--- config.mk ---
export PLATFORM = sky130hd
export DESIGN_NAME = cmd_rx_flat
export DESIGN_NICKNAME = d
export VERILOG_FILES = /design/src/rtl/cmd_rx_pkg.sv /design/src/rtl/cmd_rx_if.sv /design/src/rtl/cmd_rx.sv /design/src/flat_wrapper.sv
export SDC_FILE = /design/constraint.sdc
export NUM_CORES = 1
export LEC_CHECK = 0
export CAP_MARGIN = 40
export CELL_PAD_IN_SITES_DETAIL_PLACEMENT = 1
export CELL_PAD_IN_SITES_GLOBAL_PLACEMENT = 2
export CORE_UTILIZATION = 33
export CTS_CLUSTER_DIAMETER = 120
export CTS_CLUSTER_SIZE = 24
export DETAILED_ROUTE_END_ITERATION = 10
export HOLD_SLACK_MARGIN = 0.08
export PLACE_DENSITY_LB_ADDON = 0.1
export SLEW_MARGIN = 10
export SYNTH_ARGS = -nofsm -noshare
export SYNTH_HDL_FRONTEND = slang
export SYNTH_SLANG_ARGS = --single-unit
--- constraint.sdc ---
create_clock -name i_clk -period 2.2 [get_ports i_clk]
set_input_delay 0.44 -clock i_clk [delete_from_list [all_inputs] [get_ports i_clk]]
set_output_delay 0.44 -clock i_clk [all_outputs]
set_load 0.01 [all_outputs]
--- src/rtl/cmd_rx_pkg.sv ---
// cmd_rx_pkg: command frame layout and packed memory-request helpers shared by cmd_rx and cmd_tx
package cmd_rx_pkg;
  localparam int FRAME_LEN = 6;
  localparam int HDR_WR_BIT = 7;
  localparam int HDR_AINCR_BIT = 6;
  localparam int HDR_WSIZE_LSB = 4;
  localparam logic [7:0] HDR_RSVD_MASK = 8'h0F;
  localparam int MREQ_NBIT = 44;
  localparam logic [1:0] MREQ_WSIZE_VAL_1BYTE = 2'b00;
  localparam logic [1:0] MREQ_WSIZE_VAL_2BYTE = 2'b01;
  localparam logic [1:0] MREQ_WSIZE_VAL_4BYTE = 2'b10;
  typedef enum logic [1:0] {HDR, WCNT, ADDR, OUT} state_t;
  typedef struct packed {
    logic        wr;
    logic        aincr;
    logic [1:0]  wsize;
    logic [7:0]  wcount;
    logic [31:0] addr;
  } mreq_t;
  function automatic logic [MREQ_NBIT-1:0] pack_mreq(input mreq_t m);
    return {m.wr, m.aincr, m.wsize, m.wcount, m.addr};
  endfunction
  function automatic mreq_t unpack_mreq(input logic [MREQ_NBIT-1:0] v);
    return mreq_t'(v);
  endfunction
endpackage

--- src/rtl/cmd_rx_if.sv ---
// cmd_rx_if: byte-stream input and memory-request output channels of the command parser
interface cmd_rx_if;
  import cmd_rx_pkg::*;
  logic [7:0]           rx_data;
  logic                 rx_valid;
  logic                 rx_ready;
  logic                 mreq_valid;
  logic                 mreq_ready;
  logic [MREQ_NBIT-1:0] mreq;
  logic                 err;
  modport slave (input rx_data, rx_valid, mreq_ready, output rx_ready, mreq_valid, mreq, err);
  modport master (output rx_data, rx_valid, mreq_ready, input rx_ready, mreq_valid, mreq, err);
endinterface

--- src/rtl/cmd_rx.sv ---
// cmd_rx: deframes 6-byte host commands into one packed memory request each, with timeout and bad-header recovery
module cmd_rx
  import cmd_rx_pkg::*;
#(
  parameter int TIMEOUT_CYCLES = 100000,
  parameter int TIMEOUT_W = 17
) (
  input logic     i_clk,
  input logic     i_rst_n,
  cmd_rx_if.slave bus
);
  localparam logic [TIMEOUT_W-1:0] TMAX = TIMEOUT_W'(TIMEOUT_CYCLES);
  state_t state, state_n;
  mreq_t req, req_n;
  logic [1:0] idx, idx_n;
  logic [TIMEOUT_W-1:0] cnt, cnt_n;
  logic rdy, vld, err, err_n, acc, mid, tmo;
  always_comb begin
    acc = bus.rx_valid && rdy;
    mid = state == WCNT || state == ADDR;
    tmo = TIMEOUT_CYCLES != 0 && mid && !acc && cnt == TMAX;
    state_n = state;
    req_n = req;
    idx_n = idx;
    err_n = 1'b0;
    cnt_n = mid && !acc && TIMEOUT_CYCLES != 0 && !tmo ? cnt + 1'b1 : '0;
    case (state)
      HDR: if (acc) begin
        if ((bus.rx_data & HDR_RSVD_MASK) != 8'h00) err_n = 1'b1;
        else begin
          req_n.wr = bus.rx_data[HDR_WR_BIT];
          req_n.aincr = bus.rx_data[HDR_AINCR_BIT];
          req_n.wsize = bus.rx_data[HDR_WSIZE_LSB +: 2];
          state_n = WCNT;
        end
      end
      WCNT: if (acc) begin
        req_n.wcount = bus.rx_data;
        idx_n = 2'd0;
        state_n = ADDR;
      end else if (tmo) begin
        err_n = 1'b1;
        state_n = HDR;
      end
      ADDR: if (acc) begin
        req_n.addr[{idx, 3'b000} +: 8] = bus.rx_data;
        idx_n = idx + 2'd1;
        state_n = idx == 2'(FRAME_LEN - 3) ? OUT : ADDR;
      end else if (tmo) begin
        err_n = 1'b1;
        state_n = HDR;
      end
      default: state_n = vld && bus.mreq_ready ? HDR : OUT;
    endcase
  end
  // ready/valid are registered copies of the next state so neither depends combinationally on mreq_ready
  always_ff @(posedge i_clk or negedge i_rst_n) begin
    if (!i_rst_n) begin
      state <= HDR;
      req <= '0;
      idx <= 2'd0;
      cnt <= '0;
      err <= 1'b0;
      rdy <= 1'b1;
      vld <= 1'b0;
    end else begin
      state <= state_n;
      req <= req_n;
      idx <= idx_n;
      cnt <= cnt_n;
      err <= err_n;
      rdy <= state_n != OUT;
      vld <= state_n == OUT;
    end
  end
  assign bus.rx_ready = rdy;
  assign bus.mreq_valid = vld;
  assign bus.mreq = pack_mreq(req);
  assign bus.err = err;
endmodule

--- src/flat_wrapper.sv ---
// flat-port wrapper written by rule: the top's interface ports become plain ports
module cmd_rx_flat import cmd_rx_pkg::*;
#(
  parameter int TIMEOUT_CYCLES = 100000,
  parameter int TIMEOUT_W = 17
)
  (i_clk, i_rst_n, bus_rx_data, bus_rx_valid, bus_mreq_ready, bus_rx_ready, bus_mreq_valid, bus_mreq, bus_err);
  cmd_rx_if bus_i ();
  input logic i_clk;
  input logic i_rst_n;
  input wire logic [$bits(bus_i.rx_data)-1:0] bus_rx_data;
  input wire logic [$bits(bus_i.rx_valid)-1:0] bus_rx_valid;
  input wire logic [$bits(bus_i.mreq_ready)-1:0] bus_mreq_ready;
  output wire logic [$bits(bus_i.rx_ready)-1:0] bus_rx_ready;
  output wire logic [$bits(bus_i.mreq_valid)-1:0] bus_mreq_valid;
  output wire logic [$bits(bus_i.mreq)-1:0] bus_mreq;
  output wire logic [$bits(bus_i.err)-1:0] bus_err;
  assign bus_i.rx_data = bus_rx_data;
  assign bus_i.rx_valid = bus_rx_valid;
  assign bus_i.mreq_ready = bus_mreq_ready;
  assign bus_rx_ready = bus_i.rx_ready;
  assign bus_mreq_valid = bus_i.mreq_valid;
  assign bus_mreq = bus_i.mreq;
  assign bus_err = bus_i.err;
  cmd_rx #(.TIMEOUT_CYCLES(TIMEOUT_CYCLES), .TIMEOUT_W(TIMEOUT_W)) u_core (.i_clk(i_clk), .i_rst_n(i_rst_n), .bus(bus_i));
endmodule
Yosys cells after proc, flatten, opt, wreduce, memory -nomap -nowiden
Cells that the tools add are included.
- input bits: 12
- register bits after elaboration: 68
- logic and storage cells: 59
- output and inout bits: 47
- reductions and logical operators: 16
- eq/ne operators: 8
- shift operators: 2
- bitwise logic cells: 1
- add/subtract/negate cells: 3
- multiplexer cells: 18
- operators by type and width (cell ; count):
    $bwmux 32 ; 1
    $shift 8x7->32 const A ; 1
    $shiftx 8x7->32 ; 1
    $add 17x1->17 const B ; 1
    $eq 17x17->1 const B ; 1
    $mux 17 ; 1
    $mux 2 ; 8
    $reduce_bool 8->1 ; 1
    $neg 5->7 ; 1
    $eq 2x2->1 const B ; 3
    $pmux 2 s3 ; 1
    $reduce_and 3->1 ; 2
    $logic_and 1x1->1 ; 5
    $mux 1 ; 5
    $ne 2x1->1 const B ; 2
    $pmux 2 s2 ; 1
    $reduce_and 2->1 ; 2
    $add 2x1->2 const B ; 1
    $eq 2x1->1 const B ; 1
    $logic_not 1->1 ; 2
    $logic_not 2->1 ; 1
    $ne 2x2->1 const B ; 1
    $pmux 1 s2 ; 1
    $reduce_bool 2->1 ; 1
    other kinds (3) ; 3

Depth between registers and ports, before layout
- depth after elaboration: 8
- depth in mapped cells: 8
- depth with buffers taken out: 6

Worst setup path after synthesis
No wires, ideal clock.
- kind: register -> register
- from: register u_core.idx[0]
- to: register u_core.req, in the netlist u_core.bus.mreq[6]
- buffers on the path: 0
- path slack: 0.387 ns
- clock period less this slack: 1.813 ns
- data required time: 2.117 ns
- setup time: 0.083 ns
- arrival: 1.730 ns
- cell stages (with the launch flop): 6
- path through: dfrtp_1 inv_1 ha_1 nor3b_1 nand2_1 o21ai_0
- word-level cells in the longest chain between the ends: 3
- elaborated cells between the ends (all ways): 4
- those cells by class: add/sub: 1; shift: 2; mux: 1
- RTL lines (element ; RTL line ; source):
    from (decl) ; cmd_rx.sv:15 ; logic [1:0] idx, idx_n;
    from (signal assigned) ; cmd_rx.sv:69 ; idx <= idx_n;
    $neg 5->7 * ; cmd_rx.sv:46 ; req_n.addr[{idx, 3'b000} +: 8] = bus.rx_data;
    $shiftx 8x7->32 / $shift 8x7->32 (equally long branches) ; cmd_rx.sv:46 ;
    $bwmux 32 * ; cmd_rx.sv:46 ;
    to (signal assigned) ; cmd_rx.sv:68 ; req <= req_n;
    to (decl) ; cmd_rx.sv:14 ; mreq_t req, req_n;
Mark *: on every way between the ends. The rest lies on a longest branch, timed or not.
A chain may end at the register's enable or synchronous reset.

Final worst setup path
- from: register u_core.state[0]
- to: register u_core.req, in the netlist u_core.bus.mreq[27]
- word-level cells in the longest chain between the ends: 2
- RTL lines (element ; RTL line ; source):
    from (decl) ; cmd_rx.sv:13 ; state_t state, state_n;
    from (signal assigned) ; cmd_rx.sv:67 ; state <= state_n;
    $eq 2x2->1 ; cmd_rx.sv:27 ; case (state)
    $reduce_and 2->1 (no source line) ; - ;
No other way between the ends.

==> flow_summary.json <==
{
  "die_height_um": 98.56,
  "postRouteAntennaNets": 0,
  "slew_viol_final": 0,
  "dpl.hpwl_um": 5394,
  "cts_tree": "built",
  "clock.fmax_mhz": 523.5,
  "clock-sinks": 68,
  "synthArstFlopShare_pct": 100.0,
  "io_pins": 59,
  "syn_inst": 290,
  "fin_crit_sh_pct": 86.82,
  "cp-startpoint": "u_core.state[0]$_DFF_PN0_",
  "max_stage_delay_ns": 0.40,
  "avgSynthCellArea_um2": 10.61,
  "ir_drop_v": 0.0003874,
  "crit_type": "reg2reg",
  "synth_seq_area_share_pct": 55.35,
  "synth_seq_cells": 68,
  "rsz0062_at_grt": "false",
  "root_buffer": "clkbuf_8",
  "wire_per_inst_um": 16.01,
  "setup_viol": 0,
  "antenna_found_initial": 0,
  "outcome": "finished clean",
  "maxCapViolCount": 0,
  "cp_slowest_cell": "dfrtp_1",
  "hold_viol_final": 0,
  "tightest_slew_ns": 0.4713,
  "p_leak_nw": 1.763,
  "synth_edf_count": 0,
  "cp_max_fo": 8,
  "cts.htree.levels": 3,
  "ys.warnings.count": 0,
  "worstHoldPathType": "in2async",
  "syn_area_um2": 3077,
  "nNetsFinal": 387,
  "crit_chain": "inv_1 -> ha_1 -> and3_1 -> nand2_1 -> nor4_4 -> a22o_1",
  "final_cell_mix": "dfrtp_1 (67), nand2_1 (63), clkdlybuf4s50_1 (57)",
  "clock_skew_ns": 0.007219,
  "regToRegSetupSlack_ns": 0.29,
  "grt_pass1_vias": 2534,
  "worstReg2RegStart": "u_core.state[0]$_DFF_PN0_",
  "clkLatencyLatePin_ns": 0.34,
  "grt_max_degree": 69,
  "io_buffers": 58,
  "grt_overflow": 0,
  "gp_congestion": 0.7807,
  "dieArea_um2": 9713,
  "endpoint_kind": "flip-flop",
  "rr_endpoint": "u_core.bus.mreq[27]$_DFFE_PN0P_",
  "n_fill_cell": 988,
  "arrival_ns": 2.18,
  "powerDensity_nw_per_um2": 1050,
  "first_iter_violations": 42,
  "rows": 34,
  "cts_setup_buffers": 0,
  "path_clk_slew_ns": 0.08,
  "period_minus_slack_ns": 1.910,
  "worstSetupEndpoint": "u_core.bus.mreq[27]$_DFFE_PN0P_",
  "worstSetupStartpointType": "flip-flop",
  "vias_per_cell": 5.019,
  "cts_resized": 0,
  "postPlaceCellArea_um2": 3861,
  "clock_path_buffers": 2,
  "grt_util_all_layers_pct": 17.55,
  "synthToLayoutAreaGrowth_pct": 32.53,
  "grt_pass1_wl_um": 13120,
  "cts_buffers": 9,
  "synth.distinct_cells": 43,
  "routed_wl_um": 7638,
  "worst_r2r_path_depth": 6,
  "start_util_pct": 34.60,
  "die_w_um": 98.56,
  "ys.flop_type": "dfrtp_1",
  "num_vias": 2394,
  "place_ws_ns": -0.03247,
  "core_area_um2": 8891,
  "num_antenna_cells": 0,
  "finalInstanceArea_um2": 4078,
  "ctsHoldBuffers": 0,
  "drive_gt1_share_pct": 12.20,
  "max_slew_margin_pct": 68.34,
  "syn-num-nets": 313,
  "drt-pass1-iter-count": 4,
  "required_ns": 2.47,
  "finalWorstSetupSlack_ns": 0.2899,
  "drcViolationCount": 0,
  "final_common_cell": "dfrtp_1"
}
-- worst max-delay path, delay by kind of cell, from the launching register on --
| kind | cells | cell delay [ns] |
|---|---|---|
| simple gates | 3 | 0.82 |
| flops | 1 | 0.40 |
| fa+ha+maj | 1 | 0.28 |
| compound gates | 1 | 0.20 |
| buf+inv | 1 | 0.14 |
-- worst min-delay path by stage --
| stage | startpoint | end | slack (ns) | depth (start not counted) |
|---|---|---|---|---|
| global placement | u_core.bus.mreq[7]$_DFFE_PN0P_ | u_core.bus.mreq[7]$_DFFE_PN0P_ | 0.46 | 2 |
| global route | i_rst_n | u_core.bus.mreq[14]$_DFFE_PN0P_ | 0.13 | 2 |
| finish | i_rst_n | u_core.bus.mreq[14]$_DFFE_PN0P_ | 0.08 | 2 |
| CTS | i_rst_n | u_core.bus.mreq[14]$_DFFE_PN0P_ | 0.12 | 2 |
| detailed placement | u_core.bus.mreq[6]$_DFFE_PN0P_ | u_core.bus.mreq[6]$_DFFE_PN0P_ | 0.47 | 2 |
| floorplan | i_rst_n | u_core.bus.err$_DFF_PN0_ | 0.14 | 0 |
-- layout make-up --
| type | count | area (µm²) | area share [%] |
|---|---|---|---|
| Clock inverter | 5 | 75.07 | 1.841 |
| Multi-Input combinational cell | 207 | 1315 | 32.25 |
| Timing Repair Buffer | 70 | 678.2 | 16.63 |
| Tap cell | 108 | 135.1 | 3.314 |
| Inverter | 8 | 30.03 | 0.7364 |
| Sequential cell | 68 | 1703 | 41.76 |
| Clock buffer | 11 | 141.4 | 3.467 |
-- through the flow --
| step | utilization, % | total power [mW] | hold slack (ns) | setup TNS [ns] | cells |
|---|---|---|---|---|---|
| 3_3_place_gp | 43.43 | 3.161 | 0.4608 | 0 | 461 |
| 3_5_place_dp | 43.43 | 3.201 | 0.4693 | -0.03395 | 461 |
| 2_1_floorplan | - | 2.462 | 0.1444 | 0 | 290 |
| 6_report | 45.86 | 4.280 | 0.07875 | 0 | 477 |
| 4_1_cts | 45.86 | 4.359 | 0.1219 | 0 | 477 |
| 5_1_grt | 45.86 | 4.590 | 0.1337 | 0 | 477 |
-- synth_stat cells, drive strengths merged (2+ instances only) --
library cell,n,share of area (%)
mux2,12,4.4
dfrtp,67,54
nand4,5,1.7
nor3b,3,0.89
xnor2,6,1.7
inv,7,0.85
clkbuf,5,0.61
nor4,3,1.1
a21oi,2,0.45
nor3,2,0.33
nor2,18,2.3
and3,2,0.41
xor2,7,2.0
a221oi,2,0.57
ha,11,4.5
or3,3,0.77
o21ai,33,5.4
nand3,10,1.6
and4,4,1.1
nand2,63,7.7
nor4b,2,0.57
a22o,10,2.8
buf,2,0.33
-- routing by layer --
metal,wire (µm),GRT usage (%),vias to the layer above
met5,0,0,-
met4,112,7.692,0
met3,273,3.333,8
met2,3650,29.14,42
met1,3602,22.41,1193
li1,-,-,1151
-- flip-flops by register name (all words and copies together), names as in the netlist --
name                   cells
u_core.bus.err             1
u_core.bus.mreq           44
u_core.bus.mreq_valid      1
u_core.bus.rx_ready        1
u_core.cnt                17
u_core.idx                 2
u_core.state               2
-- cell families (layout without fill, tap and decap cells) --
kind of cell	after synthesis	after routing	synth area share [%]
flip-flops	68	68	55.35
AND/OR/NAND/NOR	119	119	19.60
buffers and inverters	15	94	1.911
multiplexers	12	12	4.392
XOR/XNOR	13	13	3.701
adder cells (fa/ha/maj)	11	11	4.473
AO/OA/AOI/OAI	52	52	10.57
-- power breakdown --
group	internal [mW]	switching (mW)	leakage, nW
sequential	1.49	0.160	0.914
clock	0.664	0.469	0.113
combinational	0.720	0.772	0.737
Note: power is estimated with default switching activity, not from simulation.
